### src/rtl/instr_fetch.sv
// Instruction fetch unit: issues one word-addressed request at a time, holds
// the returned instruction for decode, and flags a sticky error on memory timeout.
module instr_fetch #(
  parameter int unsigned TIMEOUT = 16
) (
  input  logic        clk,
  input  logic        reset,
  input  logic [31:0] direinstru,
  input  logic        fetch_en,
  input  logic        redirect,
  output logic        mem_req,
  output logic [31:0] mem_addr,
  input  logic        mem_gnt,
  input  logic        mem_rvalid,
  input  logic [31:0] mem_rdata,
  output logic [31:0] instr,
  output logic [31:0] instr_addr,
  output logic        instr_valid,
  input  logic        dec_ready,
  output logic        pc_advance,
  output logic        fetch_err
);

  localparam int unsigned TW = (TIMEOUT < 2) ? 1 : $clog2(TIMEOUT);
  localparam logic [TW-1:0] TMO_LAST = TW'(TIMEOUT - 1);

  typedef enum logic [2:0] {
    IDLE,
    REQ,
    WAIT,
    DROP,
    FULL
  } state_t;

  state_t        r_state;
  state_t        w_nextState;
  logic          r_memReq;
  logic [31:0]   r_memAddr;
  logic [31:0]   r_instr;
  logic [31:0]   r_instrAddr;
  logic          r_instrValid;
  logic          r_fetchErr;
  logic [TW-1:0] r_tmoCount;

  logic          w_nextMemReq;
  logic          w_loadAddr;
  logic          w_captureInstr;
  logic          w_nextInstrValid;
  logic          w_setErr;
  logic          w_tmoClear;
  logic          w_tmoInc;
  logic          w_tmoExpired;

  // The counter holds the number of silent cycles already spent waiting, so the
  // cycle that sees it at TIMEOUT-1 without rvalid is the last one tolerated.
  assign w_tmoExpired = (r_tmoCount == TMO_LAST);

  always_ff @(posedge clk or negedge reset) begin
    if (!reset) begin
      r_state <= IDLE;
    end else begin
      r_state <= w_nextState;
    end
  end

  always_comb begin
    w_nextState      = r_state;
    w_nextMemReq     = r_memReq;
    w_loadAddr       = 1'b0;
    w_captureInstr   = 1'b0;
    w_nextInstrValid = r_instrValid;
    w_setErr         = 1'b0;
    w_tmoClear       = 1'b0;
    w_tmoInc         = 1'b0;

    case (r_state)
      IDLE: begin
        w_nextMemReq     = 1'b0;
        w_nextInstrValid = 1'b0;
        if (fetch_en && !r_fetchErr && !redirect) begin
          w_nextState  = REQ;
          w_nextMemReq = 1'b1;
          w_loadAddr   = 1'b1;
        end
      end

      REQ: begin
        w_nextMemReq = 1'b1;
        if (mem_gnt) begin
          // Once granted the response is owed to us, so a redirect must drain it.
          w_nextMemReq = 1'b0;
          w_tmoClear   = 1'b1;
          w_nextState  = redirect ? DROP : WAIT;
        end else if (redirect) begin
          w_nextMemReq = 1'b0;
          w_nextState  = IDLE;
        end
      end

      WAIT: begin
        if (mem_rvalid) begin
          w_nextState = IDLE;
          if (!redirect) begin
            w_nextState      = FULL;
            w_captureInstr   = 1'b1;
            w_nextInstrValid = 1'b1;
          end
        end else if (w_tmoExpired) begin
          w_setErr    = 1'b1;
          w_nextState = IDLE;
        end else if (redirect) begin
          w_tmoClear  = 1'b1;
          w_nextState = DROP;
        end else begin
          w_tmoInc = 1'b1;
        end
      end

      DROP: begin
        if (mem_rvalid) begin
          w_nextState = IDLE;
        end else if (w_tmoExpired) begin
          w_setErr    = 1'b1;
          w_nextState = IDLE;
        end else begin
          w_tmoInc = 1'b1;
        end
      end

      FULL: begin
        if (redirect || dec_ready) begin
          w_nextInstrValid = 1'b0;
          w_nextState      = IDLE;
        end
      end

      default: begin
        w_nextState      = IDLE;
        w_nextMemReq     = 1'b0;
        w_nextInstrValid = 1'b0;
      end
    endcase
  end

  always_ff @(posedge clk or negedge reset) begin
    if (!reset) begin
      r_memReq     <= 1'b0;
      r_memAddr    <= 32'd0;
      r_instr      <= 32'd0;
      r_instrAddr  <= 32'd0;
      r_instrValid <= 1'b0;
      r_fetchErr   <= 1'b0;
      r_tmoCount   <= '0;
    end else begin
      r_memReq     <= w_nextMemReq;
      r_instrValid <= w_nextInstrValid;
      if (w_loadAddr) begin
        r_memAddr <= direinstru;
      end
      if (w_captureInstr) begin
        r_instr     <= mem_rdata;
        r_instrAddr <= r_memAddr;
      end
      if (w_setErr) begin
        r_fetchErr <= 1'b1;
      end
      if (w_tmoClear) begin
        r_tmoCount <= '0;
      end else if (w_tmoInc) begin
        r_tmoCount <= r_tmoCount + TW'(1);
      end
    end
  end

  assign mem_req     = r_memReq;
  assign mem_addr    = r_memAddr;
  assign instr       = r_instr;
  assign instr_addr  = r_instrAddr;
  assign instr_valid = r_instrValid;
  assign fetch_err   = r_fetchErr;
  assign pc_advance  = r_instrValid & dec_ready & ~redirect;

endmodule

### config.mk
export PLATFORM = sky130hd
export DESIGN_NAME = instr_fetch
export DESIGN_NICKNAME = d
export VERILOG_FILES = /design/src/rtl/instr_fetch.sv
export SDC_FILE = /design/constraint.sdc
export NUM_CORES = 1
export LEC_CHECK = 0
export BUFFER_PORTS_ARGS = -buffer_cell sky130_fd_sc_hd__buf_2
export CORE_MARGIN = 4
export CORE_UTILIZATION = 40
export DETAILED_ROUTE_END_ITERATION = 8
export PLACE_DENSITY = 0.68
export RECOVER_POWER = 100
export SETUP_SLACK_MARGIN = 0.2
export SYNTH_ARGS = -nofsm -noshare
export SYNTH_HDL_FRONTEND = slang
export SYNTH_SLANG_ARGS = --single-unit
### constraint.sdc
create_clock -name clk -period 1.7 [get_ports clk]
set_input_delay 0.34 -clock clk [delete_from_list [all_inputs] [get_ports clk]]
set_output_delay 0.34 -clock clk [all_outputs]
set_load 0.05 [all_outputs]
Yosys cells after proc, flatten, opt, wreduce, memory -nomap -nowiden:

Cells that the tools add are included.

* add/sub/neg operators: 1
* $mul: 0
* divide/modulo/power cells: 0
* order comparisons: 0
* equality and inequality tests: 12
* shifts and indexed selects: 0
* muxes and demuxes: 38
* bitwise gates (word level): 4
* reductions and logical operators: 12

Operator list (count)
* 2-to-1 mux 3 bit: 10
* 2-to-1 mux 1 bit: 21
* case mux 3 bit (5 select lines): 1
* 2-to-1 mux 4 bit: 2
* inequality test 2 bit (second input constant): 4
* == test 3 x 2 -> 1 bit (second input constant): 2
* inequality test 3 bit (second input constant): 2
* case mux 1 bit (3 select lines): 2
* AND reduction 5 bit: 1
* adder 4 x 1 -> 4 bit (second input constant): 1
* == test 4 bit (second input constant): 1
* inequality test 4 bit (second input constant): 1
* case mux 1 bit (2 select lines): 2
* AND reduction 4 bit: 1
* OR reduction 2 bit: 2
* == test 3 x 1 -> 1 bit (second input constant): 1
* == test 3 bit (second input constant): 1
* logical NOT 3 bit: 1
* OR reduction 3 bit: 1
* AND 1 bit: 2
* logical AND 1 bit: 2
* logical NOT 1 bit: 2
* inverter 1 bit: 2
* nonzero test 2 bit: 1
* logical OR 1 bit: 1

* flip-flop bits (word level): 106
* latch bits: 0
* bits in writable memories: 0
* ROM bits: 0
* output and inout bits: 100
* word-level logic and storage cells: 75
* memories kept: 0

Longest topological paths before layout:

Gate-level depths: netlist of the first run.

* word-level depth: 6
* depth in mapped cells: 5
* mapped depth without buffers: 5

Worst setup path after synthesis of the first run:

No wires, ideal clock.

* path type: flip-flop to output port
* from: register r_instrValid (netlist: instr_valid)
* to: output port pc_advance
* arrival: 1.373 ns
* setup slack: -0.013 ns
* stages on the path, launching flop included: 3
* cells stage by stage: dfrtp_1 nand2_1 nor2_1

* word-level cells in the longest chain between the ends: 2

Ends and longest elaborated chain
* start, declared: RTL line 41 `logic r_instrValid;`
* start signal, assigned: RTL line 156 `r_instrValid <= w_nextInstrValid;`
* AND 1 bit (2 in a row): RTL line 181 `assign pc_advance = r_instrValid & dec_ready & ~redirect;`
* end, declared: RTL line 20 `output logic pc_advance,`

Every way passes these cells.

Worst setup path after layout of the first run:

* from: register r_state[2]
* to: register r_instrAddr[17] (netlist: instr_addr[17])

* word-level cells in the longest chain between the ends: 2

Ends and longest elaborated chain
* start, declared: RTL line 35 `state_t r_state;`
* start signal, assigned: RTL line 62 `r_state <= w_nextState;`
* == test 3 x 2 -> 1 bit: RTL line 76 `case (r_state)`
* 2-to-1 mux 1 bit: RTL line 76
* end signal, assigned: RTL line 162 `r_instrAddr <= r_memAddr;`
* end, declared: RTL line 40 `logic [31:0] r_instrAddr;`

Every way passes these cells.
A chain may end at the register's enable or synchronous reset.

==> results.sh, run 1 <==
export IMPL_drt_wl_total_um=9680
export IMPL_grt_max_degree=54
export IMPL_numClockSinks=106
export IMPL_ys_seq_elements=106
export IMPL_tns_ns=0
export IMPL_finalHoldViolCount=0
export IMPL_grt_pass1_wl_um=15300
export IMPL_drv_cap=0
export IMPL_worst_endpoint_required_ns=1.95
export IMPL_rrSetupSlack_ns=0.13
export IMPL_antenna_left=0
export IMPL_routed_via_count=2957
export IMPL_setup_violations=0
export IMPL_die_area_um2=12700
export IMPL_async_flop_share_pct=100
export IMPL_synth_ff_type="dfrtp_1"
export IMPL_fmax_mhz=638
export IMPL_cts_tree="yes"
export IMPL_dp_hpwl_um=6870
export IMPL_synth_edff_count=0
export IMPL_reg2reg_from="r_state[2]"
export IMPL_endpoint_kind="flop"
export IMPL_reg2regPathDepth=4
export IMPL_worstPathMaxFanout=37
export IMPL_drc=0
export IMPL_final_setup_skew_ns=0.00735
export IMPL_rsz0062_at_grt="yes"
export IMPL_wl_per_cell_um=15.8
export IMPL_seq_area_frac_synth_pct=60.3
export IMPL_insertion_delay_ns=0.37
export IMPL_die_h_um=113
export IMPL_drv_slew=0
export IMPL_io_buffers=170
export IMPL_ys_warn_count=0
export IMPL_grt_overflow_total=0
export IMPL_grt_pass1_vias=3043
export IMPL_die_w_um=113
export IMPL_clock_path_buffers=2
export IMPL_synth_distinct_cells=35
export IMPL_fin_crit_ns=1.57
export IMPL_cts_reportedPaths_clkPinSlew_ns=0.10
export IMPL_n_antenna_cell=0
export IMPL_status="completed"
export IMPL_cts_root_buf="clkbuf_8"
export IMPL_final_common_cell="dfrtp_1"
export IMPL_antenna_found_initial=0
export IMPL_final_cell_mix="103 x dfrtp_1, 88 x clkbuf_2, 70 x buf_2"
export IMPL_critPathKind="reg -> reg"
export IMPL_critPathArrivalTime_ns=1.82
export IMPL_htreeDepth=3
export IMPL_first_pass_iters=4
export IMPL_place_congestion=0.789
export IMPL_grt_use_total_pct=15.2
export IMPL_vias_per_cell=4.84
export IMPL_syn_cell_area_um2=4400
export IMPL_drt_iter0_drc=141
export IMPL_cts_buffers=9
export IMPL_maxSlewHeadroom_pct=56.1
export IMPL_r2r_end="instr_addr[17]"
export IMPL_holdPathStages=2
export IMPL_core_area_um2=10800
export IMPL_postSynthCellCount=274
export IMPL_period_share_pct=92.2
export IMPL_ios=171
export IMPL_syn_num_nets=346
export IMPL_start_util_pct=40.8
export IMPL_syn_avg_cell_area_um2=16.1
export IMPL_rows=38
export IMPL_layout_nets=538
export IMPL_hold_end="instr[2]"
export IMPL_area_growth_synth_to_final_pct=29.2
export IMPL_hold_class="in -> reg"
export IMPL_layout_drive_gt1_share_pct=57.7
export IMPL_tightest_slew_ns=0.659
export IMPL_worstHoldStart="mem_rdata[2]"
export IMPL_critical_path_startpoint_type="flop"
## area by class of cell
cell class | instances | area (µm²)
clock buffers | 13 | 179
clock inverters | 3 | 43.8
fillers | 936 | 5110
inverters | 2 | 7.51
multi-input cells | 153 | 1550
flip-flops and latches | 106 | 2660
well taps | 140 | 175
repair buffers | 194 | 1080
## registers in the layout, summed over array words and instances, names as in the netlist
signal       count
instr_addr      32
mem_req          1
r_state          3
fetch_err        1
r_tmoCount       4
instr           32
instr_valid      1
mem_addr        32
## synthesized netlist by cell type, types with 2 or more instances
cell type	instances	area share, %
nor3b_1	3	0.51
a21oi_1	7	0.80
o21ai_0	3	0.34
and3_1	3	0.43
buf_2	3	0.34
or3_1	2	0.28
nor2_1	6	0.51
nand2_1	7	0.60
nand3b_1	2	0.34
nor2_4	2	0.51
mux2_4	38	13
mux2_2	58	15
nand3_1	3	0.34
buf_6	8	2.0
inv_1	2	0.17
dfrtp_1	106	60
a211oi_1	2	0.34
buf_4	2	0.34
## layer usage
| metal | routed length (µm) | global-route usage [%] | vias to the layer above |
|---|---|---|---|
| li1 | - | - | 1366 |
| met1 | 4060 | 19.1 | 1434 |
| met2 | 4500 | 23.7 | 143 |
| met3 | 902 | 5.08 | 14 |
| met4 | 215 | 7.45 | 0 |
| met5 | 0 | 0 | - |
## repair_timing
item	4_1_cts	5_1_grt
hold buffers	1	0
setup buffers	7	8
setup endpoints to repair	85	83
gates cloned	0	0
endpoints found under the hold margin	9	0
gates resized for setup	5	13
pin swaps	4	7
## worst max path at each step
stage	end	startpoint	slack, ns	cells after the start
2_1_floorplan	pc_advance	instr_valid	0.19	2
3_3_place_gp	instr[10]	r_state[0]	0.14	4
3_5_place_dp	instr[12]	r_state[0]	0.07	4
4_1_cts	instr[27]	r_state[0]	0.18	4
5_1_grt	instr[26]	reset	0.09	3
6_report	instr_addr[17]	r_state[2]	0.13	4
## cells by family (layout without fill, tap and decap cells)
kind of cell,Yosys count,in the layout,share of synthesized area (%)
AND/OR/NAND/NOR,37,37,5.94
flip-flops,106,106,60.3
XOR/XNOR,1,1,0.199
adder cells (fa/ha/maj),1,1,0.284
buffers and inverters,15,212,2.90
multiplexers,96,96,27.8
AO/OA/AOI/OAI,18,18,2.56
## worst max-delay path, stage by stage, from the launching register on
cell,delay (ns)
dfrtp_1,0.50
nor2_4,0.21
nand4_4,0.15
buf_12,0.21
mux2_1,0.34
## through the flow
step / std cells / hold WS [ns] / utilization (%) / instance area [µm²] / setup slack [ns]
6_report: 611 / 0.174 / 52.7 / 5690 / 0.133
5_1_grt: 611 / 0.152 / 52.7 / 5690 / 0.0870
4_1_cts: 603 / 0.156 / 53.2 / 5740 / 0.176
3_5_place_dp: 579 / 0.192 / 50.4 / 5440 / 0.0709
3_3_place_gp: 579 / 0.192 / 50.4 / 5440 / 0.136
2_1_floorplan: 274 / 0.0444 / - / 4400 / 0.189
Power of run 1 is left out: the tool's default activity adds up to more than one toggle a clock period on the data nets, which glitch-free logic cannot reach.
==> run 2: changes to the inputs <==
--- a/config.mk
+++ b/config.mk
@@ -5,11 +5,12 @@
 export SDC_FILE = /design/constraint.sdc
 export NUM_CORES = 1
 export LEC_CHECK = 0
+export ABC_AREA = 1
 export BUFFER_PORTS_ARGS = -buffer_cell sky130_fd_sc_hd__buf_2
 export CORE_MARGIN = 4
 export CORE_UTILIZATION = 40
 export DETAILED_ROUTE_END_ITERATION = 8
-export PLACE_DENSITY = 0.68
+export PLACE_DENSITY = 0.67
 export RECOVER_POWER = 100
 export SETUP_SLACK_MARGIN = 0.2
 export SYNTH_ARGS = -nofsm -noshare
==> run 2 against run 1 <==
- first-iteration DRC count grew 41%
- hold slack got worse by 0.077 ns
- sequential share of layout area grew 0.39 points
- sequential cell count stayed put
- non-clock buffer count shrank 14
- routed wire length up 17%
- final area is 0.97% lower
- synthesized cell count rose by 84%
- die area rose by 3.1%
- highest routed layer unchanged
==> results.sh, run 2 <==
export IMPL_dr_wl_met3_um=702
export IMPL_n_antenna_cell=0
export IMPL_ios=171
export IMPL_met2_length_um=5620
export IMPL_syn_cell_area_um2=4550
export IMPL_numClockSinks=106
export IMPL_area_growth_synth_to_final_pct=23.8
export IMPL_syn_num_nets=577
export IMPL_cts_tree="yes"
export IMPL_routed_via_count=3814
export IMPL_cp_top_family="buffers and inverters"
export IMPL_status="completed"
export IMPL_endpoint_kind="primary output"
export IMPL_ys_top_cells_by_count="188 x nand2_1, 106 x dfrtp_1, 76 x nand3_1"
export IMPL_antenna_left=0
export IMPL_layout_nets=739
export IMPL_max_vdd_ir_drop_v=0.000817
export IMPL_p_leak_nw=3.13
export IMPL_clock_path_buffers=2
export IMPL_finalHoldViolCount=0
export IMPL_routed_top_layer="met4"
export IMPL_setup_violations=0
export IMPL_synth_top_area_share_pct=58.3
export IMPL_tns_ns=0
export IMPL_htreeDepth=3
export IMPL_crit_chain="clkbuf_1"
export IMPL_final_cell_mix="187 x nand2_1, 106 x dfrtp_1, 80 x clkbuf_1"
export IMPL_cts_hold_buf=0
export IMPL_die_area_um2=13100
export IMPL_rows=38
export IMPL_critical_path_startpoint_type="flop"
export IMPL_worstPathMaxFanout=3
export IMPL_drt_wl_total_um=11300
export IMPL_wl_per_cell_um=14.0
export IMPL_drv_slew=0
export IMPL_die_w_um=115
export IMPL_core_area_um2=11000
export IMPL_yosysTopAreaCell="dfrtp_1"
export IMPL_first_pass_iters=6
export IMPL_grt_max_degree=107
export IMPL_fmax_mhz=642
export IMPL_rsz0062_at_grt="yes"
export IMPL_critPathKind="reg -> out"
export IMPL_drt_iter0_drc=199
export IMPL_start_util_pct=41.4
export IMPL_slowest_delay_ns=0.50
export IMPL_place_congestion=0.810
export IMPL_cts_reportedPaths_clkPinSlew_ns=0.07
export IMPL_crit_buf_inv=1
export IMPL_cts_buffers=9
export IMPL_yosysMostFrequentCell="nand2_1"
export IMPL_hold_class="in -> async"
export IMPL_seq_area_frac_synth_pct=58.3
export IMPL_synth_area_leaders="dfrtp_1 58%, nand2_1 16%, nand3_1 8.4%, o21ai_2 4.4%, inv_1 3.5%"
export IMPL_final_core_utilization_pct=51.3
export IMPL_antenna_found_initial=0
export IMPL_synth_ff_type="dfrtp_1"
export IMPL_grt_overflow_total=0
export IMPL_syn_avg_cell_area_um2=9.01
export IMPL_maxSlewHeadroom_pct=58.2
export IMPL_fin_crit_ns=1.56
export IMPL_final_setup_skew_ns=0.00525
export IMPL_postSynthCellCount=505
export IMPL_dp_hpwl_um=7920
export IMPL_grt_pass1_wl_um=18500
export IMPL_tightest_slew_ns=0.629
export IMPL_drc=0
export IMPL_layout_drive_gt1_share_pct=19.2
export IMPL_ys_warn_count=0
export IMPL_die_h_um=115
export IMPL_insertion_delay_ns=0.34
export IMPL_synth_edff_count=0
export IMPL_io_buffers=170
export IMPL_worst_endpoint_required_ns=1.36
export IMPL_async_flop_share_pct=100
export IMPL_final_common_cell="nand2_1"
export IMPL_pwr_density_cell_nw_per_um2=1410
export IMPL_grt_pass1_vias=3737
export IMPL_critPathArrivalTime_ns=1.22
export IMPL_grt_use_total_pct=17.6
export IMPL_period_share_pct=91.6
export IMPL_slowest_stage="clkbuf_1"
export IMPL_met1_length_um=4810
export IMPL_drv_cap=0
export IMPL_synth_distinct_cells=22
export IMPL_vias_per_cell=4.70
export IMPL_cts_root_buf="clkbuf_16"
export IMPL_ys_seq_elements=106
run 2: cell count changes after synthesis, moves of 7 or more:
cell / delta
a21oi_1: -7
buf_2: +11
inv_1: +41
mux2_2: -58
mux2_4: -38
nand2_1: +181
nand3_1: +73
o21ai_1: +8
o21ai_2: +23
run 2: area by class of cell:
type | count | area, µm²
clock buffers | 9 | 225
clock inverters | 7 | 82.6
fillers | 1126 | 5350
inverters | 46 | 173
multi-input cells | 324 | 1450
flip-flops and latches | 106 | 2650
well taps | 140 | 175
repair buffers | 180 | 871
run 2: per-stage QoR:
stage | cell area, µm² | power, mW | setup WS (ns) | instances | hold WS [ns]
6_report | 5630 | 7.96 | 0.143 | 812 | 0.0977
5_1_grt | 5630 | 8.37 | 0.0991 | 812 | 0.173
4_1_cts | 5810 | 8.16 | 0.230 | 812 | 0.0811
3_5_place_dp | 5500 | 5.99 | 0.232 | 796 | 0.453
3_3_place_gp | 5500 | 5.95 | 0.286 | 796 | 0.448
2_1_floorplan | 4560 | 5.26 | 0.298 | 505 | 0.0444
run 2: logic make-up after synthesis:
family | count (synthesis) | synth area share (%)
flops | 106 | 58.3
xor+xnor | 1 | 0.193
simple gates | 286 | 26.7
fa+ha+maj | 1 | 0.275
compound gates | 36 | 5.86
buf+inv | 75 | 8.67
run 2: final timing paths:
kind,start,to,slack (ns),depth (start not counted)
worst max register to register,r_state[0],mem_addr[10],0.23,7
worst min register to register,instr[24],instr[24],0.47,2
worst max-delay path,mem_addr[0],mem_addr[0],0.14,1
worst min-delay path,reset,r_tmoCount[2],0.1,2
min in group clk,mem_rdata[14],instr[14],0.22,3
max in group asynchronous,reset,instr_addr[16],1.16,2
run 2: routing by layer:
metal	up-vias	track usage, %
met5	-	0
met4	0	7.05
met3	15	3.38
met2	115	29.9
met1	1776	22.2
li1	1908	-
run 2: timing repair:
action,CTS,global route
buffers inserted,0,0
resized for setup,1,7
endpoints found under the setup margin,1,46
run 2: report_power, final:
group / total [mW] / internal [mW] / switching [mW]
Combinational: 2.65 / 0.523 / 2.12
Sequential: 3.17 / 2.92 / 0.256
Clock: 2.14 / 1.17 / 0.971
Note: power is estimated with default switching activity, not from simulation.
